===== src/rtl/rotating_xbar_reg.sv =====
// Registered rotating crossbar: each accepted beat is rotated by a start pointer that
// self-advances up or down by a run-time step, giving round-robin lane spreading at full rate.
module rotating_xbar_reg #(
   parameter  int NUM_DATA   = 4,
   parameter  int DATA_WIDTH = 4,
   localparam int PW         = $clog2(NUM_DATA)
) (
   input  logic                                clk_i,
   input  logic                                rst_ni,
   input  logic [NUM_DATA-1:0][DATA_WIDTH-1:0] input_vector_i,
   input  logic                                in_valid_i,
   output logic                                in_ready_o,
   input  logic [PW-1:0]                       step_i,
   input  logic                                dir_i,
   input  logic                                load_i,
   input  logic [PW-1:0]                       load_ptr_i,
   output logic [NUM_DATA-1:0][DATA_WIDTH-1:0] output_vector_o,
   output logic                                out_valid_o,
   input  logic                                out_ready_i,
   output logic [PW-1:0]                       ptr_o
);
   localparam logic [PW:0] NUM_W = (PW+1)'(NUM_DATA);

   typedef enum logic {EMPTY = 1'b0, FULL = 1'b1} state_t;

   state_t                              state_r;
   state_t                              state_n_s;
   logic [PW-1:0]                       ptr_r;
   logic [PW-1:0]                       ptr_n_s;
   logic [PW-1:0]                       step_mod_s;
   logic [NUM_DATA-1:0][DATA_WIDTH-1:0] rot_s;
   logic [NUM_DATA-1:0][DATA_WIDTH-1:0] out_vec_r;
   logic                                acc_s;
   logic                                pop_s;

   // Every operand fed in here is below 2*NUM_DATA, so one conditional subtract is a full modulo.
   function automatic logic [PW-1:0] mod_n(input logic [PW:0] x);
      logic [PW:0] r;
      if (x >= NUM_W) begin
         r = x - NUM_W;
      end else begin
         r = x;
      end
      return r[PW-1:0];
   endfunction

   assign out_valid_o     = (state_r == FULL);
   assign in_ready_o      = rst_ni & (~out_valid_o | out_ready_i);
   assign acc_s           = in_valid_i & in_ready_o;
   assign pop_s           = out_valid_o & out_ready_i;
   assign output_vector_o = out_vec_r;
   assign ptr_o           = ptr_r;

   // Rotate the incoming lanes by the current (pre-update) start pointer.
   always_comb begin
      rot_s = '0;
      for (int i = 0; i < NUM_DATA; i++) begin
         rot_s[i] = input_vector_i[mod_n({1'b0, ptr_r} + (PW+1)'(i))];
      end
   end

   // Output-valid flag next state.
   always_comb begin
      state_n_s = state_r;
      case (state_r)
         EMPTY: begin
            if (acc_s) begin
               state_n_s = FULL;
            end else begin
               state_n_s = EMPTY;
            end
         end
         FULL: begin
            if (acc_s) begin
               state_n_s = FULL;
            end else if (pop_s) begin
               state_n_s = EMPTY;
            end else begin
               state_n_s = FULL;
            end
         end
         default: state_n_s = EMPTY;
      endcase
   end

   // Pointer next state: load beats advance; down-steps add the complement so nothing underflows.
   always_comb begin
      step_mod_s = mod_n({1'b0, step_i});
      ptr_n_s    = ptr_r;
      if (load_i) begin
         ptr_n_s = mod_n({1'b0, load_ptr_i});
      end else if (acc_s && !dir_i) begin
         ptr_n_s = mod_n({1'b0, ptr_r} + {1'b0, step_mod_s});
      end else if (acc_s && dir_i) begin
         ptr_n_s = mod_n({1'b0, ptr_r} + NUM_W - {1'b0, step_mod_s});
      end else begin
         ptr_n_s = ptr_r;
      end
   end

   // State, pointer and output-lane registers with synchronous active-low reset.
   always_ff @(posedge clk_i) begin
      if (!rst_ni) begin
         state_r   <= EMPTY;
         ptr_r     <= '0;
         out_vec_r <= '0;
      end else begin
         state_r <= state_n_s;
         ptr_r   <= ptr_n_s;
         if (acc_s) begin
            out_vec_r <= rot_s;
         end
      end
   end

endmodule


===== config.mk =====
export PLATFORM = sky130hd
export DESIGN_NAME = rotating_xbar_reg
export DESIGN_NICKNAME = d
export VERILOG_FILES = /design/src/rtl/rotating_xbar_reg.sv
export SDC_FILE = /design/constraint.sdc
export NUM_CORES = 1
export LEC_CHECK = 0
export ABC_AREA = 1
export BUFFER_PORTS_ARGS = -buffer_cell sky130_fd_sc_hd__buf_2
export CAP_MARGIN = 20
export CORE_ASPECT_RATIO = 1.2
export CORE_MARGIN = 1.5
export CORE_UTILIZATION = 30
export DETAILED_ROUTE_END_ITERATION = 16
export GPL_TIMING_DRIVEN = 0
export SKIP_LAST_GASP = 1
export SYNTH_ARGS = -nofsm -noshare
export SYNTH_HDL_FRONTEND = slang
export SYNTH_SLANG_ARGS = --single-unit

===== constraint.sdc =====
create_clock -name clk_i -period 1.9 [get_ports clk_i]
set_clock_uncertainty 0.1 [all_clocks]
set_input_delay 0.38 -clock clk_i [delete_from_list [all_inputs] [get_ports clk_i]]
set_output_delay 0.38 -clock clk_i [all_outputs]
set_load 0.01 [all_outputs]

==> parameters.txt, run 1 <==
Parameter                              Value

Status
  Run status    completed

Cells and area
  Share of final-layout standard cells stronger than drive strength 1    0.274
  Area Overhead vs Synth    29.2%
  Filler Cells Inserted    407
  Final cell area excluding filler cells    1470 um^2
  Area occupied by multi-input gates    649 um^2
  Ant diodes    0
  Nets    248
  Sequential Area    380 um^2

Setup path
  Nature of the critical path startpoint    flop
  Startpoint of the most critical setup path    ptr_o[0]
  Reg-to-reg slack, setup    0.34 ns
  Critical register-to-register path startpoint    ptr_o[0]
  Cell depth of the worst flop-to-flop path    9
  Worst reg2reg path endpoint    ptr_o[1]
  Required time at the worst-slack endpoint    1.99 ns
  WS Path Type    flop to flop
  CP Capture Point    ptr_o[1]
  CP endpoint kind    flop
  Data arrival time of the worst path    1.66 ns
  CP max FO    10

Routing
  Final Routed Wirelength    2.97 mm
  First-pass DRT Iterations    4
  Drc violations    0
  Vias per std cell    4.54
  WL per Instance    11.0 um
  Routed Antenna Nets    0
  Detailed-route via count    1231
  Iteration-0 DRC Markers    124

Timing
  Maximum operating frequency    0.639 GHz
  Clock period minus final worst setup slack    1.56 ns
  Period utilization    0.823
  Smallest setup slack after layout    0.336 ns
  Sum Neg Setup Slack    0 ns
  Final-report hold violation count    0
  Measured slew at the worst slew-check pin    0.419 ns
  Remaining max-slew budget at the tightest pin    0.721
  Final max-slew violation count    0
  Setup repair after global routing missed its margin    false
  Total setup violations reported at the end of the flow    0

Yosys
  Sequential-to-total area share from yosys stat    0.334
  Multiplexer share of the synthesized area    0.0528
  Main combinational cell family by area after synthesis    simple AND/OR/NAND/NOR gates
  Syn Std Cell Area    1140 um^2
  Count of flip-flops with a built-in enable after synthesis    0
  Share of the synthesized area in the top cell type    0.334
  Synth Area in XOR/XNOR    0.0143
  Cell types with the highest counts after synthesis    sky130_fd_sc_hd__nand2_1 (67), sky130_fd_sc_hd__nand3_1 (25), sky130_fd_sc_hd__dfxtp_1 (19)
  Post-Synth Adder-Cell Area    0.0220
  Synthesized netlist net count    199
  Compound-gate portion of the synthesized area    0.120
  Main synth FF type    sky130_fd_sc_hd__dfxtp_1
  Number of warnings issued by yosys    0
  Async S/R FF share, synth    0
  Cell types occupying the most area after synthesis    sky130_fd_sc_hd__dfxtp_1 (33%), sky130_fd_sc_hd__nand2_1 (22%), sky130_fd_sc_hd__nand3_1 (11%)
  Area share of and/or/nand/nor cells after synthesis    0.362
  Average instance area after synthesis    6.65 um^2
  Number of distinct standard cells referenced by the synthesized netlist    19
  Cells after synthesis    171
  Top-count cell post-synth    sky130_fd_sc_hd__nand2_1
  Post-synthesis register bit count    19
  Largest area contributor in the netlist    sky130_fd_sc_hd__dfxtp_1

Clock network
  Clock tree from TritonCTS    yes
  Buffer depth of the longest clock path    2
  Clock transition at the register clock pins on the worst setup and hold paths after CTS    0.07 ns
  Hold buffers post-CTS    0
  Number of sinks handled by clock tree synthesis    19
  Setup Buffers After CTS    0
  TritonCTS buffer count    3
  Clk Tree Root Cell    sky130_fd_sc_hd__clkbuf_8
  Insertion delay to the later sink of the worst-skew pair    0.25 ns
  Number of H-tree branching levels    1
  Post-CTS sizing    0

Placement
  Detail Placement HPWL    2.29 mm
  Routability cong.    0.785
  Post-place instance area    1420 um^2
  Count of buffers from port buffering    44
  Minimum setup slack after placement    0.337 ns

Die
  Site Rows    24
  Core region area    3630 um^2
  Chip width    59.2 um
  Full die area    4170 um^2
  Count of boundary I/O pins    46
  Vertical die dimension    70.5 um
  Initial core utilization    0.313

Power
  Leakage    0.795 nW
  Worst vdd ir    0.000234 V
  Power Dens Cells    696 nW/um^2

GRT
  Maximum number of pins on one net before global-route repair    12
  Wire length of the first global-routing pass    4.88 mm
  Aggregate global routing overflow    0
  Vias in the first global route    1140
  Antenna violations before repair    0
  Overall global routing resource usage    0.150

Hold path
  Min-Delay Path Class    primary input to flop

Flow run
  Max-cap violations    0
## state kept, by name (all words and copies together), names as in the netlist
| register | flops |
|---|---|
| ptr_o | 2 |
| out_valid_o | 1 |
| output_vector_o | 16 |
## layout make-up
type / count / share of cell area
clock inverters: 1 / 0.00341
inverters: 12 / 0.0307
well taps: 52 / 0.0443
plain buffers: 10 / 0.0426
flip-flops and latches: 19 / 0.259
clock buffers: 3 / 0.0281
repair buffers: 44 / 0.150
multi-input cells: 130 / 0.442
## worst max-delay path, stage by stage (launching register included)
cell                      delay (ns)
sky130_fd_sc_hd__dfxtp_1        0.37
sky130_fd_sc_hd__buf_6          0.18
sky130_fd_sc_hd__inv_1          0.06
sky130_fd_sc_hd__buf_2          0.18
sky130_fd_sc_hd__ha_1           0.21
sky130_fd_sc_hd__inv_1          0.05
sky130_fd_sc_hd__nand3_1        0.07
sky130_fd_sc_hd__nand3_1        0.09
sky130_fd_sc_hd__nand3_1        0.07
sky130_fd_sc_hd__a21oi_1        0.11
## worst min-delay path by stage
| stage | start | slack [ns] | to | cells after the start |
|---|---|---|---|---|
| finish | in_valid_i | 0.26 | out_valid_o | 3 |
| detailed placement | output_vector_o[5] | 0.36 | output_vector_o[5] | 2 |
| global placement | output_vector_o[14] | 0.36 | output_vector_o[14] | 2 |
| floorplan | output_vector_o[0] | 0.39 | output_vector_o[0] | 2 |
| global route | in_valid_i | 0.27 | out_valid_o | 3 |
| CTS | in_valid_i | 0.25 | out_valid_o | 3 |
## through the flow
step                      power [mW]  std cells   util  hold WS (ns)
after global routing            1.09        271  0.404         0.266
after detailed placement       0.747        267  0.392         0.360
after CTS                       1.03        271  0.404         0.253
after floorplan                0.641        171      -         0.392
final                           1.02        271  0.404         0.258
after global placement         0.743        267  0.392         0.356
## layout by cell type (no fill, tap or decap), drive strengths merged
master	instances
dfxtp	19
a31oi	1
clkbuf	5
mux2i	6
inv	12
or2	2
o21ai	8
xor2	1
a21oi	3
o211ai	10
ha	2
nand2	67
clkinv	1
nand3	25
nor2	4
nand3b	1
buf	52
## layer usage
metal	track usage	share of wire	up-vias
li1	-	-	658
met1	0.194	0.46	531
met2	0.253	0.49	37
met3	0.0167	0.047	5
met4	0.0455	0.010	0
met5	0	0	-
## where the power goes
part	total, mW	switching [mW]	internal, mW
sequential	0.458	0.0201	0.438
clock	0.288	0.142	0.146
combinational	0.277	0.162	0.115
total	1.02	0.324	0.699
## kinds of logic (layout without fill, tap and decap cells)
group | count (synthesis) | in the layout
mux | 6 | 6
flops | 19 | 19
fa+ha+maj | 2 | 2
simple gates | 99 | 99
buf+inv | 22 | 70
compound gates | 22 | 22
xor+xnor | 1 | 1
No activity file was read; power rests on OpenSTA's default activity.
==> run 2: changes to the inputs <==
--- a/config.mk
+++ b/config.mk
@@ -5,7 +5,7 @@
 export SDC_FILE = /design/constraint.sdc
 export NUM_CORES = 1
 export LEC_CHECK = 0
-export ABC_AREA = 1
+export ABC_AREA = 0
 export BUFFER_PORTS_ARGS = -buffer_cell sky130_fd_sc_hd__buf_2
 export CAP_MARGIN = 20
 export CORE_ASPECT_RATIO = 1.2
==> constraint.sdc (replaced) <==
create_clock -name clk_i -period 1.3 [get_ports clk_i]
set_clock_uncertainty 0.1 [all_clocks]
set_input_delay 0.26 -clock clk_i [delete_from_list [all_inputs] [get_ports clk_i]]
set_output_delay 0.26 -clock clk_i [all_outputs]
set_load 0.01 [all_outputs]
==> run 2 against run 1 <==
The run now ends with setup timing left. First-iteration DRC count fell by 78%. Worst hold slack got worse by 0.10 ns. Sequential cell count is the same. Critical path depth down 2. Register-to-register slack worse by 0.49 ns. Clock power up 45%. Power up 58%. Synthesized area is 5.9% higher. Routed wire length fell by 1.7%. Sequential share of layout area fell by 3.1 points. Worst setup slack worse by 0.49 ns. Global-route usage fell by 0.58 points.
==> parameters.txt, run 2 <==
Parameter                              Value

Power
  Share of total power in sequential cells    0.415
  Power Dens Cells    957 nW/um^2
  Sw power    0.466 mW
  Switching Fraction    0.289
  Leakage    0.798 nW
  Fraction of power consumed by the clock network    0.258
  Worst vdd ir    0.000330 V
  Overall power consumption    1.62 mW
  Share of total power in combinational logic    0.327
  Cell Int Power    1.15 mW

Setup path
  Ordered cell list for the critical path    buf_8, buf_12, buf_12, inv_6, ha_4, and2_1, o41ai_2
  Data arrival time of the worst path    1.51 ns
  Dominant delay contributor by cell family on the critical path    buffers and inverters
  Critical Path Max Stage Delay    0.33 ns
  Slowest stage cell on the critical path    sky130_fd_sc_hd__dfxtp_2
  Required time at the worst-slack endpoint    1.36 ns
  WS Path Type    flop to flop
  CP max FO    3
  Buffers plus inverters on the worst setup path    4
  Nature of the critical path startpoint    flop
  Most frequent cell on the critical path    sky130_fd_sc_hd__buf_12
  CP endpoint kind    flop
  Reg-to-reg slack, setup    -0.15 ns

Die
  Count of boundary I/O pins    46
  Vertical die dimension    72.4 um
  Core region area    3910 um^2
  Initial core utilization    0.308
  Site Rows    25
  Chip width    60.9 um
  Full die area    4410 um^2

Clock network
  Number of sinks handled by clock tree synthesis    19
  TritonCTS buffer count    3
  Insertion delay to the later sink of the worst-skew pair    0.25 ns
  Clock tree from TritonCTS    yes
  Clk Tree Root Cell    sky130_fd_sc_hd__clkbuf_8
  Number of H-tree branching levels    1
  Buffer depth of the longest clock path    2
  Clock transition at the register clock pins on the worst setup and hold paths after CTS    0.07 ns

Yosys
  Cell types occupying the most area after synthesis    sky130_fd_sc_hd__dfxtp_1 (32%), sky130_fd_sc_hd__mux4_1 (26%), sky130_fd_sc_hd__nand2_1 (10%)
  Count of flip-flops with a built-in enable after synthesis    0
  Share of the synthesized area in the top cell type    0.316
  Largest area contributor in the netlist    sky130_fd_sc_hd__dfxtp_1
  Cells after synthesis    112
  Top-count cell post-synth    sky130_fd_sc_hd__nand2_1
  Synthesized netlist net count    140
  Syn Std Cell Area    1200 um^2
  Sequential-to-total area share from yosys stat    0.316
  Main synth FF type    sky130_fd_sc_hd__dfxtp_1
  Async S/R FF share, synth    0
  Number of distinct standard cells referenced by the synthesized netlist    22
  Average instance area after synthesis    10.8 um^2
  Cell types with the highest counts after synthesis    sky130_fd_sc_hd__nand2_1 (32), sky130_fd_sc_hd__dfxtp_1 (19), sky130_fd_sc_hd__nand3_1 (18)
  Post-synthesis register bit count    19
  Number of warnings issued by yosys    0

Cells and area
  Commonest non-fill, non-tap cells in the layout    sky130_fd_sc_hd__buf_2 (48), sky130_fd_sc_hd__nand2_1 (28), sky130_fd_sc_hd__nand3_1 (17)
  Commonest non-fill, non-tap cell in the layout    sky130_fd_sc_hd__buf_2
  Number of flip-flops in the largest register    16
  Area Overhead vs Synth    40.1%
  Number of non-filler instances in the completed layout    224
  Nets    199
  Final standard cell utilization of the core    0.432
  Ant diodes    0
  Share of final-layout standard cells stronger than drive strength 1    0.547

Status
  Run status    finished with violations
  Failing checks    setup timing

Timing
  Total setup violations reported at the end of the flow    18
  Worst hold slack across all endpoints    0.154 ns
  Final max-slew violation count    0
  Maximum operating frequency    0.688 GHz
  Final-report hold violation count    0
  Smallest setup slack after layout    -0.154 ns
  Clock period minus final worst setup slack    1.45 ns
  Remaining max-slew budget at the tightest pin    0.731
  Setup repair after global routing missed its margin    true
  Period utilization    1.12
  Measured slew at the worst slew-check pin    0.404 ns

GRT
  Overall global routing resource usage    0.144
  Wire length of the first global-routing pass    4.77 mm
  Aggregate global routing overflow    0
  Antenna violations before repair    0
  Vias in the first global route    1030
  Maximum number of pins on one net before global-route repair    12

Routing
  Detailed-route via count    1076
  Vias per std cell    4.80
  WL per Instance    13.0 um
  First-pass DRT Iterations    4
  Final Routed Wirelength    2.92 mm
  Drc violations    0
  Routed Antenna Nets    0
  Iteration-0 DRC Markers    27

Placement
  Cell count after placement    211
  Routability cong.    0.883
  Minimum setup slack after placement    -0.254 ns
  Detail Placement HPWL    2.14 mm
  Count of buffers from port buffering    45

Hold path
  Min-Delay Path Class    primary input to flop

Flow run
  Max-cap violations    0
[run 2: path summary, 6_finish.rpt]
kind	cells after the start	start	end
max	7	ptr_o[0]	ptr_o[0]
min	3	in_valid_i	out_valid_o
max reg2reg	7	ptr_o[0]	ptr_o[0]
min reg2reg	2	output_vector_o[1]	output_vector_o[1]
[run 2: what timing repair did]
action	in CTS	in global routing
resized for setup	24	8
hold buffers	0	0
setup endpoints to repair	19	19
buffers inserted	7	2
pin swaps	20	4
[run 2: layout make-up]
cell class                 count  area (um^2)
sequential                    19          384
fill                         389         2220
timing repair buffer          54          339
tap                           54         67.6
clock buffer                   3         41.3
buffer                         9         77.6
inverter                       3         16.3
clock inverter                 1         5.00
multi-input combinational     81          757
[run 2: power groups by stage]
stage	combinational, mW	sequential [mW]	clock, mW
finish	0.528	0.670	0.417
floorplan	0.249	0.708	0
detailed placement	0.429	0.683	0
global route	0.580	0.676	0.452
global placement	0.419	0.679	0
CTS	0.502	0.670	0.428
[run 2: logic make-up (layout without fill, tap and decap cells)]
kind of cell,count (synthesis),in the layout,synth area share
AND/OR/NAND/NOR,56,56,0.210
flip-flops,19,19,0.316
buffers and inverters,12,70,0.0633
AO/OA/AOI/OAI,4,4,0.0312
adder cells (fa/ha/maj),2,2,0.0208
XOR/XNOR,2,2,0.0145
multiplexers,17,17,0.345
[run 2: stage by stage]
step                      area (um^2)  TNS (ns)
after global placement           1500     -2.12
after CTS                        1640     -1.90
after detailed placement         1500     -2.61
final                            1690     -1.90
after floorplan                  1210     -1.64
after global routing             1690     -3.11
[run 2: routing by layer]
metal | vias to the layer above | track usage | wire (um)
met2 | 26 | 0.237 | 1520
met3 | 4 | 0.0125 | 90
met4 | 0 | 0.0580 | 46
met5 | - | 0 | 0
li1 | 522 | - | -
met1 | 524 | 0.192 | 1260
[run 2: worst register-to-register path: stages, from the launching register on]
cell and delay, ns:
sky130_fd_sc_hd__dfxtp_2 0.33, sky130_fd_sc_hd__buf_8 0.12, sky130_fd_sc_hd__buf_12 0.12, sky130_fd_sc_hd__buf_12 0.12, sky130_fd_sc_hd__inv_6 0.04, sky130_fd_sc_hd__ha_4 0.19
sky130_fd_sc_hd__and2_1 0.14, sky130_fd_sc_hd__o41ai_2 0.20
